## config.mk

```make
export PLATFORM = sky130hd
export DESIGN_NAME = interp_rd_ctrl
export DESIGN_NICKNAME = d
export VERILOG_FILES = /design/src/rtl/adda_ctrl_pkg.sv /design/src/rtl/interp_rd_ctrl.sv
export SDC_FILE = /design/constraint.sdc
export NUM_CORES = 1
export LEC_CHECK = 0
export ABC_CLOCK_PERIOD_IN_PS = 2500
export CAP_MARGIN = 20
export CELL_PAD_IN_SITES_DETAIL_PLACEMENT = 1
export CELL_PAD_IN_SITES_GLOBAL_PLACEMENT = 2
export CORE_ASPECT_RATIO = 1.4
export CORE_UTILIZATION = 27
export DETAILED_ROUTE_END_ITERATION = 7
export GPL_TIMING_DRIVEN = 1
export PLACE_DENSITY_LB_ADDON = 0.05
export SYNTH_ARGS = -nofsm -noshare
export SYNTH_HDL_FRONTEND = slang
export SYNTH_SLANG_ARGS = --single-unit
```

## constraint.sdc

```tcl
create_clock -name clk -period 2.5 [get_ports clk]
set_input_delay 0.375 -clock clk [delete_from_list [all_inputs] [get_ports clk]]
set_output_delay 0.375 -clock clk [all_outputs]
set_load 0.01 [all_outputs]
```

## src/rtl/adda_ctrl_pkg.sv

```systemverilog
// Shared definitions for the ADC/DAC control blocks: default widths and the
// state encoding of the interpolator read controller.
package adda_ctrl_pkg;

    localparam int DATA_WIDTH_DEF  = 14;
    localparam int RATIO_WIDTH_DEF = 4;

    localparam logic [1:0] ST_IDLE   = 2'd0;
    localparam logic [1:0] ST_RUN    = 2'd1;
    localparam logic [1:0] ST_REFILL = 2'd2;

    typedef enum logic [1:0] {
        IDLE   = ST_IDLE,
        RUN    = ST_RUN,
        REFILL = ST_REFILL
    } rd_state_t;

endpackage

```

## src/rtl/interp_rd_ctrl.sv

```systemverilog
// Read controller feeding an N-times interpolator: pulls one sample from the
// upstream FIFO every N output slots, holds it for the interpolator, and
// parks in REFILL when the FIFO runs dry until it is half full again.
module interp_rd_ctrl
    import adda_ctrl_pkg::*;
#(
    parameter int DATA_WIDTH  = DATA_WIDTH_DEF,
    parameter int RATIO_WIDTH = RATIO_WIDTH_DEF
) (
    input  logic                   clk,
    input  logic                   rst_n,
    input  logic                   ena,
    input  logic                   above_half,
    input  logic                   empty,
    input  logic [RATIO_WIDTH-1:0] ratio,
    input  logic [DATA_WIDTH-1:0]  fifo_dout,
    output logic                   rd_en,
    output logic [DATA_WIDTH-1:0]  sample_out,
    output logic                   sample_valid,
    output logic [RATIO_WIDTH-1:0] phase,
    output logic                   running,
    output logic                   underflow
);

    localparam logic [RATIO_WIDTH-1:0] RATIO_ONE = RATIO_WIDTH'(1);

    rd_state_t              state;
    logic [RATIO_WIDTH-1:0] ratio_q;
    logic [RATIO_WIDTH-1:0] ratio_eff;
    logic [DATA_WIDTH-1:0]  held_sample;
    logic                   phase_wrap;

    // A ratio of 0 behaves as 1 so the period never collapses to nothing.
    assign ratio_eff  = (ratio == '0) ? RATIO_ONE : ratio;
    assign phase_wrap = (phase == ratio_q - RATIO_ONE);

    // Read strobe: first slot of each input period, data available, enabled.
    assign rd_en = (state == RUN) && (phase == '0) && !empty && ena;

    // NOTE: a continuous assign covers every case by construction, so the
    // FIFO word can be passed straight through in the valid cycle without
    // risking a latch; the register only keeps the word afterwards.
    assign sample_out = sample_valid ? fifo_dout : held_sample;

    // FSM, phase counter, ratio capture and sample-hold register.
    always_ff @(posedge clk or negedge rst_n) begin
        if (!rst_n) begin
            state        <= IDLE;
            phase        <= '0;
            ratio_q      <= RATIO_ONE;
            running      <= 1'b0;
            underflow    <= 1'b0;
            sample_valid <= 1'b0;
            held_sample  <= '0;
        end else begin
            // NOTE: non-blocking assignments here so every branch below sees
            // the pre-edge values of state/phase regardless of statement order.
            sample_valid <= rd_en;
            underflow    <= 1'b0;
            if (sample_valid) begin
                held_sample <= fifo_dout;
            end

            if (!ena) begin
                state   <= IDLE;
                phase   <= '0;
                running <= 1'b0;
            end else begin
                unique case (state)
                    IDLE, REFILL: begin
                        if (above_half) begin
                            state   <= RUN;
                            phase   <= '0;
                            ratio_q <= ratio_eff;
                            running <= 1'b1;
                        end
                    end
                    RUN: begin
                        if ((phase == '0) && empty) begin
                            state     <= REFILL;
                            underflow <= 1'b1;
                            running   <= 1'b0;
                        end else if (phase_wrap) begin
                            phase   <= '0;
                            ratio_q <= ratio_eff;
                        end else begin
                            phase <= phase + RATIO_ONE;
                        end
                    end
                    default: begin
                        state   <= IDLE;
                        phase   <= '0;
                        running <= 1'b0;
                    end
                endcase
            end
        end
    end

endmodule

```

==> results of run 1 <==
-- layer usage --
metal | up-vias | routed length (um) | global-route usage (%)
met1 | 450 | 1195 | 15.02
li1 | 421 | - | -
met2 | 27 | 1446 | 24.48
met5 | - | 0 | 0
met4 | 0 | 18 | 3.571
met3 | 2 | 139 | 2.389
-- where the power goes --
part           leakage [nW]  internal [mW]  switching, mW
logic                 0.409          0.314          0.202
registers             0.324          0.525         0.0398
clock network        0.0288          0.141          0.134
total                 0.762          0.980          0.375
-- critical path: cells and delay by family --
| family | cells | cell delay, ns |
|---|---|---|
| buffers and inverters | 2 | 1.14 |
| AND/OR/NAND/NOR | 2 | 0.48 |
-- registers in the layout, summed over array words and instances, names as in the netlist --
| register | cells |
|---|---|
| underflow | 1 |
| ratio_q | 4 |
| phase | 4 |
| held_sample | 14 |
| state | 1 |
| running | 1 |
| sample_valid | 1 |
-- cell usage in the layout, fill, tap and decap left out, drive strengths merged, types with 2 or more instances in the layout --
cell,instances
clkbuf,4
mux2,17
nor2,3
dfrtp,25
o21ai,2
nor3,5
nand3,3
nand3b,2
xnor2,3
nand2,3
clkdlybuf4s50,44
inv,4
nor2b,2
buf,4
or2,2
nor3b,2
ha,3
a21oi,3
-- final cells by class --
cell class                      instances  area, um^2  share of cell area [%]
Timing Repair Buffer                   48       470.5                   26.09
Sequential cell                        26       651.9                   36.16
Tap cell                               60       75.07                   4.164
Clock buffer                            4       55.05                   3.053
Multi-Input combinational cell         60       535.5                   29.70
Inverter                                4       15.01                  0.8328
-- logic make-up after synthesis --
group / Yosys count / share of synthesized area (%)
xor gates and xnor gates: 5 / 4.876
and+or+nand+nor: 27 / 14.11
AOI/OAI and AO/OA: 8 / 5.498
buffers and inverters: 5 / 1.555
muxes: 17 / 16.80
DFF: 26 / 54.05
adders and majority gates: 3 / 3.112
-- per-stage QoR --
stage	cells	cell area (um^2)	util [%]	hold slack, ns	power, mW
after floorplan	91	1206	-	0.07941	0.8344
after global placement	198	1748	41.23	0.4809	1.088
after detailed placement	198	1748	41.23	0.4848	1.103
after CTS	202	1803	42.53	0.4920	1.385
after global routing	202	1803	42.53	0.5072	1.446
final	202	1803	42.53	0.4811	1.355
-- how the worst max path moves through the flow --
stage	start	to	slack, ns
6_report	ena	rd_en	0.14
5_1_grt	ena	rd_en	0.02
4_1_cts	ena	rd_en	0.12
3_5_place_dp	ena	rd_en	0.13
3_3_place_gp	ena	rd_en	0.20
2_1_floorplan	ratio_q[0]	ratio_q[1]	0.58
==> results.toml, run 1 <==
[clock_tree]
clock-sinks = 26
path_clk_slew_ns = 0.09
cts_tree = "yes"
cts_made_buffers = 3
htree_levels = 1
cts_resized = 0
ctsHoldBuffers = 0
ctsRootBufferMaster = "clkbuf_8"
cts_buffer_depth = 2
clkLatencyLatePin_ns = 0.27
cts_setup_buffers = 0

[synthesis]
synth.area.top_cells = "dfrtp_1, mux2_2, mux2_4"
synthesis.nets = 117
ys_seq_area_share_pct = 54.05
ys_dominant_reg_cell = "dfrtp_1"
synth_seq_cells = 26
synthArstFlopShare_pct = 100.0
ys_warn_count = 0
synthTopCellsByCount = "dfrtp_1, mux2_2, inv_1, nor3_1"
syn_inst = 91
synth-edff-count = 0
yosysMostFrequentCell = "dfrtp_1"
yosysTopAreaCell = "dfrtp_1"
synthDistinctLibCells = 31
avgSynthCellArea_um2 = 13.25
yosys.area.top_type_share_pct = 51.87
syn_area_um2 = 1206

[global_route]
grt_max_degree = 27
grt-ovfl-total = 0
antenna_found_initial = 0
grt_pass1_wl_um = 4678
grt_use_total_pct = 13.10
grt_pass1_vias = 999

[detailed_routing]
drt_iter0_drc = 13
wl_um = 2799
drc = 0
wl_per_cell_um = 13.86
via_per_inst = 4.455
num_vias = 900
ant_nets = 0
first_pass_iters = 2

[power_and_ir_drop]
ir_drop_mv = 0.2476
pwr_density_cell_nw_per_um2 = 751.7
p_leak_nw = 0.7622

[worst_setup_path]
critPathArrivalTime_ns = 1.99
crit_chain = "clkdlybuf4s50_1, nand3b_1, nor4_1, clkdlybuf4s50_1"
cp_data_required_time_ns = 2.12
r2r_cells = 6
worstReg2RegEnd = "ratio_q[2]"
critPathLaunchType = "primary input"
reg2reg_slack_ns = 0.46
critPathSlowestCell = "clkdlybuf4s50_1"
slowest_delay_ns = 0.62
critPathMaxFanout = 4
cp-end-kind = "primary output"
crit_type = "primary input to primary output"
timing.rr.start = "ratio_q[0]"
worst_path_most_repeated_cell = "clkdlybuf4s50_1"

[floorplan]
fp.dieArea_um2 = 4742
die_h_um = 81.08
start_util_pct = 28.45
fp.dieW_um = 58.49
design.core.area_um2 = 4239
io_pins = 45
row_count = 28

[finish]
num_antenna_cells = 0
drive_gt1_share_pct = 21.83
final_nets = 169
nFillCells = 470
syn_to_final_growth_pct = 49.48

[timing]
fin_ws_ns = 0.1372
fmax_mhz = 423.2
maxSlewViolCount = 0
fin_skew_ns = 0.003299
final.period_utilization_pct = 94.51
grt_setup_unrepaired = "false"
min_period_ns = 2.363
hold_violations = 0
worst_pin_slew_ns = 0.6071
relSlewSlack_pct = 59.53
final.setup.tns_ns = 0
setup_viol = 0

[place]
hpwl_um = 2177
post-place-ws_ns = 0.1268
finalWeightedCongestion = 0.6735
portBuffers = 44

[run]
cap_violations = 0

[hold_path]
hp-class = "primary input to asynchronous set/reset pin"

[status]
status = "finished, final reports clean"
No activity file was read; power rests on OpenSTA's default activity.
==> run 2, diff against run 1 <==
ABC_CLOCK_PERIOD_IN_PS = default   (was 2500)
==> results of run 2 <==
Same layout as run 1: the final DEF is identical, and so are final timing and power.
